**src/rtl/z80m_pkg.sv**
```systemverilog
// Shared types and constants for the Z80-style bus initiator.
// States R1/R2 exist only when Z80M_REFRESH_EN is defined.
package z80m_pkg;

  typedef enum logic [2:0] {
    S_IDLE = 3'd0,
    S_T1   = 3'd1,
    S_T2   = 3'd2,
    S_TW   = 3'd3,
    S_T3   = 3'd4,
`ifdef Z80M_REFRESH_EN
    S_HOLD = 3'd5,
    S_R1   = 3'd6,
    S_R2   = 3'd7
`else
    S_HOLD = 3'd5
`endif
  } z80m_state_e;

  localparam logic [7:0] PPI_BASE  = 8'hA8;
  localparam logic [1:0] PORT_A    = 2'd0;
  localparam logic [1:0] PORT_B    = 2'd1;
  localparam logic [1:0] PORT_C    = 2'd2;
  localparam logic [1:0] PORT_CTRL = 2'd3;

  localparam int TDIV_W = 8;

  localparam int RCNT_W = 7;

endpackage

```
**src/rtl/z80m_tstate_timer.sv**
```systemverilog
// T-state prescaler: tick marks the last clock of a T-state.
// Restarts whenever the bus FSM changes state.
module z80m_tstate_timer
  import z80m_pkg::*;
#(
  parameter int CLK_DIV = 2
) (
  input  logic CLK,
  input  logic RST,
  input  logic restart,
  output logic tick
);

  localparam logic [TDIV_W-1:0] LAST = TDIV_W'(CLK_DIV - 1);

  logic [TDIV_W-1:0] cnt_q;

  assign tick = (cnt_q == LAST);

  always_ff @(posedge CLK) begin
    if (RST || restart || tick) begin
      cnt_q <= '0;
    end else begin
      cnt_q <= cnt_q + 1'b1;
    end
  end

endmodule

```
**src/rtl/z80_bus_master.sv**
```systemverilog
// Z80-style bus initiator: single-word I/O and memory cycles.
// Define Z80M_REFRESH_EN to append R1/R2 refresh states to memory cycles.
module z80_bus_master
  import z80m_pkg::*;
#(
  parameter int CLK_DIV     = 2,
  parameter int WAIT_CYCLES = 1
) (
  input  logic        CLK,
  input  logic        RST,
  input  logic        CMD_VALID,
  output logic        CMD_READY,
  input  logic        CMD_IO,
  input  logic        CMD_WR,
  input  logic [15:0] CMD_ADDR,
  input  logic [7:0]  CMD_DATA,
  output logic        RSP_VALID,
  output logic [7:0]  RSP_DATA,
  output logic [15:0] A,
  output logic [7:0]  DOUT,
  output logic        DOE,
  input  logic [7:0]  DIN,
  output logic        MREQb,
  output logic        IORQb,
  output logic        RDb,
  output logic        WRb,
  output logic        RFSHb,
  input  logic        WAITb
);

  z80m_state_e state_q, state_d;

  logic [2:0]  pend_q, pend_d;
  logic [2:0]  pend_nx;
  logic        cmd_io_q;
  logic        cmd_wr_q;
  logic [15:0] a_q;
  logic [7:0]  dout_q;
  logic        doe_q;
  logic [7:0]  rsp_q;
  logic        tick;
  logic        strobe_on;
  logic        accept;

`ifdef Z80M_REFRESH_EN
  logic [RCNT_W-1:0] r_q;
`endif

  z80m_tstate_timer #(
    .CLK_DIV (CLK_DIV)
  ) u_timer (
    .CLK     (CLK),
    .RST     (RST),
    .restart (state_d != state_q),
    .tick    (tick)
  );

  assign accept = (state_q == S_IDLE) && CMD_VALID;

  // pend counts TW states still owed after the current one
  assign pend_nx = pend_q + {2'b00, ~WAITb};

  always_comb begin
    state_d = state_q;
    pend_d  = pend_q;
    unique case (state_q)
      S_IDLE: begin
        if (CMD_VALID) begin
          state_d = S_T1;
          pend_d  = CMD_IO ? 3'(WAIT_CYCLES) : 3'd0;
        end
      end
      S_T1: begin
        if (tick) state_d = S_T2;
      end
      S_T2, S_TW: begin
        if (tick) begin
          if (pend_nx != 3'd0) begin
            state_d = S_TW;
            pend_d  = pend_nx - 3'd1;
          end else begin
            state_d = S_T3;
          end
        end
      end
      S_T3: begin
        if (tick) state_d = S_HOLD;
      end
      S_HOLD: begin
`ifdef Z80M_REFRESH_EN
        state_d = cmd_io_q ? S_IDLE : S_R1;
`else
        state_d = S_IDLE;
`endif
      end
`ifdef Z80M_REFRESH_EN
      S_R1: begin
        if (tick) state_d = S_R2;
      end
      S_R2: begin
        if (tick) state_d = S_IDLE;
      end
`endif
      default: state_d = S_IDLE;
    endcase
  end

  always_ff @(posedge CLK) begin
    if (RST) begin
      state_q  <= S_IDLE;
      pend_q   <= '0;
      cmd_io_q <= 1'b0;
      cmd_wr_q <= 1'b0;
      a_q      <= '0;
      dout_q   <= '0;
      doe_q    <= 1'b0;
      rsp_q    <= '0;
    end else begin
      state_q <= state_d;
      pend_q  <= pend_d;
      if (accept) begin
        cmd_io_q <= CMD_IO;
        cmd_wr_q <= CMD_WR;
        a_q      <= CMD_ADDR;
        if (CMD_WR) begin
          dout_q <= CMD_DATA;
          doe_q  <= 1'b1;
        end
      end
      if (state_q == S_T3 && tick && !cmd_wr_q) begin
        rsp_q <= DIN;
      end
      if (state_q == S_HOLD) begin
        doe_q <= 1'b0;
      end
`ifdef Z80M_REFRESH_EN
      if (state_q == S_HOLD && state_d == S_R1) begin
        a_q <= {9'b0, r_q};
      end
`endif
    end
  end

`ifdef Z80M_REFRESH_EN
  always_ff @(posedge CLK) begin
    if (RST) begin
      r_q <= '0;
    end else if (state_q == S_R2 && tick) begin
      r_q <= r_q + 1'b1;
    end
  end
`endif

  assign strobe_on = (state_q == S_T2) ||
                     (state_q == S_TW) ||
                     (state_q == S_T3);

  assign CMD_READY = (state_q == S_IDLE);
  assign RSP_VALID = (state_q == S_HOLD);
  assign RSP_DATA  = rsp_q;
  assign A         = a_q;
  assign DOUT      = dout_q;
  assign DOE       = doe_q;

  assign IORQb = ~(strobe_on & cmd_io_q);
  assign RDb   = ~(strobe_on & ~cmd_wr_q);
  assign WRb   = ~(strobe_on & cmd_wr_q);

`ifdef Z80M_REFRESH_EN
  assign MREQb = ~((strobe_on & ~cmd_io_q) | (state_q == S_R2));
  assign RFSHb = ~((state_q == S_R1) | (state_q == S_R2));
`else
  assign MREQb = ~(strobe_on & ~cmd_io_q);
  assign RFSHb = 1'b1;
`endif

endmodule

```
**config.mk**
```make
export PLATFORM = sky130hd
export DESIGN_NAME = z80_bus_master
export DESIGN_NICKNAME = d
export VERILOG_FILES = /design/src/rtl/z80m_pkg.sv /design/src/rtl/z80m_tstate_timer.sv /design/src/rtl/z80_bus_master.sv
export SDC_FILE = /design/constraint.sdc
export NUM_CORES = 1
export LEC_CHECK = 0
export CAP_MARGIN = 20
export CORE_ASPECT_RATIO = 2
export CORE_MARGIN = 2
export CORE_UTILIZATION = 47
export CTS_BUF_LIST = sky130_fd_sc_hd__clkbuf_16
export DETAILED_ROUTE_END_ITERATION = 6
export GPL_ROUTABILITY_DRIVEN = 0
export HOLD_SLACK_MARGIN = 0.1
export PLACE_DENSITY = 0.93
export RECOVER_POWER = 100
export SETUP_SLACK_MARGIN = 0.15
export SLEW_MARGIN = 25
export SYNTH_ARGS = -nofsm -noshare
export SYNTH_HDL_FRONTEND = slang
export SYNTH_SLANG_ARGS = --single-unit
export TNS_END_PERCENT = 1
```
**constraint.sdc**
```tcl
create_clock -name CLK -period 4.64 [get_ports CLK]
set_clock_uncertainty 0.15 [all_clocks]
set_input_delay 0.464 -clock CLK [delete_from_list [all_inputs] [get_ports CLK]]
set_output_delay 0.464 -clock CLK [all_outputs]
set_load 0.005 [all_outputs]
```
==> metrics <==
Adder-Cell Fraction of Synth Area=0.03674; worst hold path class=flip-flop to flip-flop; fin worst setup slack=1.886 ns; Root Driver=clkbuf_16; part of the Yosys area used for sequential elements=0.4801; DRC violations left=0; fillers=approximately 340; gr usage total=0.2167; hold wc startpoint=A[6]$_SDFFE_PP0P_; Peak VDD IR=roughly 0.32 mV; fin. max-slew vios=0; Vias/cell=5.232; post-synthesis simple-gate area fraction=0.2523; vias in the first global route=1964; crit path max fanout=19; die height=between 90 and 100 um; post-synthesis mux area share=0.03919; Post-Place Worst Slack=1.769 ns; Rel. slew slack=0.4620; library cells used by synthesis=36; global route overflow=0; CP Capture Type=flip-flop; crit start category=primary input; endpoints failing hold=0; post-CTS sizing=0; CTS tree=yes; first-pass GRT wire length=between 8000 and 9000 um; final setup violating endpoints=0; Tot Pwr=1.006 mW; pin count of the biggest net entering global routing=43; die width=50.62 um; Syn Area/Cell=8.478 sq um; Final period util=0.5936; Routed Antenna Nets=0; CTS H-tree lvls=2; hold path cells=2; NumNets Final=355; drt pass-1 iters=4; worst reg2reg endpoint=DOUT[4]$_SDFFE_PP0P_; synthesized flop and latch total=49; Worst-path clk slew=around 0.060 ns; fin crit period=2.754 ns; CTS sink count=49; WHS Endpoint=A[6]$_SDFFE_PP0P_; io pins=78; wire length per cell=approximately 14 um; R2R depth=5; post-route setup TNS=0 ns; Worst Setup Path Type=primary input to flip-flop; share of cells above drive strength 1=0.02885; largest family of logic cells by synthesized area=simple AND/OR/NAND/NOR gates; Post-CTS Setup Bufs=0; Mapped Cells=241; CTS Hold Buffers Added=0; IO buf count=76; cell row count=34; status=completed; RSZ-0062 raised after global routing=false; Diodes inserted=0; Pleak=1.263 nW; via count=1915; Worst-Skew Late Latency=0.28 ns; Total Wirelength=4992 um; synth warn=0; Pwr Density=340.4 mW/mm^2; critical path arrival=2.81 ns; Num CTS Buffers=5; dpl hpwl=3598 um; design area=0.002957 sq mm; die area=0.004923 sq mm; Area after DPL=0.002824 sq mm; Starting Density=0.4803; Critical R2R Launch=state_q[2]$_SDFF_PP0_; DR iter-0 viols=52; Worst Max-Slew Pin Slew=0.8070 ns; Synth Area in Compound Gates=0.1096; Max Cap Violations=0; Area Growth Syn to Fin=44.70%; Bufs on Longest Clock Path=2; Synth Area in XOR/XNOR=0.03858; Core Box Area=0.004254 sq mm; reg-to-reg slack, setup=2.22 ns; initial antenna violation count=0; fmax=about 360 MHz; Cell Area, Synth=~0.0020 sq mm; CP required=4.69 ns; post-synth net total=285
-- synthesized netlist by cell type --
library cell	number	area share
nor2_1	18	0.033
or4b_1	1	0.0049
nand2_1	58	0.11
or2_2	1	0.0031
and2b_1	1	0.0037
and4_1	1	0.0043
nand3_1	6	0.015
inv_1	6	0.011
and3_1	2	0.0061
o2111ai_2	1	0.0073
a41oi_1	1	0.0043
mux2i_1	8	0.039
a31oi_1	2	0.0061
or3_1	2	0.0061
xnor2_1	5	0.021
nor4b_4	1	0.012
clkbuf_1	12	0.022
buf_4	1	0.0037
dfxtp_1	49	0.48
o21a_1	1	0.0037
a21oi_1	32	0.078
or4_1	1	0.0037
and2_1	2	0.0061
nor2b_1	2	0.0061
conb_1	1	0.0018
a221o_1	1	0.0049
o21ai_0	2	0.0049
nor3b_2	1	0.0061
nand4_1	3	0.0092
nor4_4	1	0.010
xor2_1	4	0.017
clkbuf_2	1	0.0024
nor3_1	3	0.0073
ha_1	6	0.037
buf_2	1	0.0024
nand2b_1	3	0.0092
-- cell families after synthesis --
family	Yosys count
DFF	49
muxes	8
adders and majority gates	6
other	1
and+or+nand+nor	107
AOI/OAI and AO/OA	40
xor gates and xnor gates	9
buffers and inverters	21
-- stage by stage --
| step | utilization | std cells | hold slack [ns] |
|---|---|---|---|
| after global routing | 0.6950 | 366 | 0.3304 |
| after global placement | 0.6638 | 358 | 0.2916 |
| after floorplan | - | 241 | 0.2910 |
| after CTS | 0.7021 | 366 | 0.3085 |
| after detailed placement | 0.6638 | 358 | 0.3000 |
| final | 0.6950 | 366 | 0.3021 |
-- worst max path at each step --
stage	slack, ns	startpoint	cells after the start	endpoint
after floorplan	2.37	WAITb	9	pend_q[2]$_SDFFE_PP0P_
after global placement	1.85	WAITb	10	pend_q[2]$_SDFFE_PP0P_
after detailed placement	1.77	WAITb	10	pend_q[2]$_SDFFE_PP0P_
after CTS	2.04	WAITb	10	pend_q[2]$_SDFFE_PP0P_
after global routing	1.73	CMD_VALID	6	DOUT[4]$_SDFFE_PP0P_
final	1.89	CMD_VALID	6	DOUT[4]$_SDFFE_PP0P_
-- flip-flops by register name, indices dropped and copies added (netlist names) --
signal / cells
A: 16
DOUT: 8
RSP_DATA: 8
u_timer.cnt_q: 8
pend_q: 3
state_q: 3
DOE: 1
cmd_io_q: 1
cmd_wr_q: 1
-- worst max-delay path, cell delays in order --
cell and delay (ns):
dlygate4sd3_1 0.62, nor4b_1 0.30, clkbuf_1 0.66, and2_0 0.49, nand2_1 0.11, a21oi_1 0.16
-- final cells by class --
type	count	area, sq um	share of cell area
multi-input combinational	171	950.9	0.3216
clock buffer	5	125.1	0.04232
sequential	49	980.9	0.3318
tap	54	67.56	0.02285
timing repair buffer	78	772.0	0.2611
clock inverter	3	37.54	0.01270
inverter	6	22.52	0.007617
-- power breakdown --
part	switching [mW]	internal (mW)
sequential	0.0152	0.443
clock	0.147	0.250
combinational	0.0725	0.0785
total	0.234	0.772
-- layout by cell type (no fill, tap or decap), types with 2 or more instances in the layout --
cell type        netlist  layout
ha_1                   6       6
mux2i_1                8       8
o21ai_0                2       2
clkbuf_16              0       5
xnor2_1                5       5
nand2_1               58      58
nand2b_1               3       3
or3_1                  2       2
dlygate4sd3_1          0      41
nand4_1                3       3
nor2b_1                2       2
nor3_1                 3       3
a21oi_1               32      32
and3_1                 2       2
xor2_1                 4       4
nor2_1                18      18
a31oi_1                2       2
nand3_1                6       6
dfxtp_1               49      49
clkdlybuf4s50_1        0      35
inv_1                  6       7
-- layer usage --
layer / routed length (um) / track usage / vias up
li1: - / - / 941
met1: 1895 / 0.2270 / 873
met2: 2513 / 0.3796 / 95
met3: 520 / 0.08615 / 6
met4: 62 / 0.07484 / 0
met5: 0 / 0 / -
Note: power is estimated with default switching activity, not from simulation.
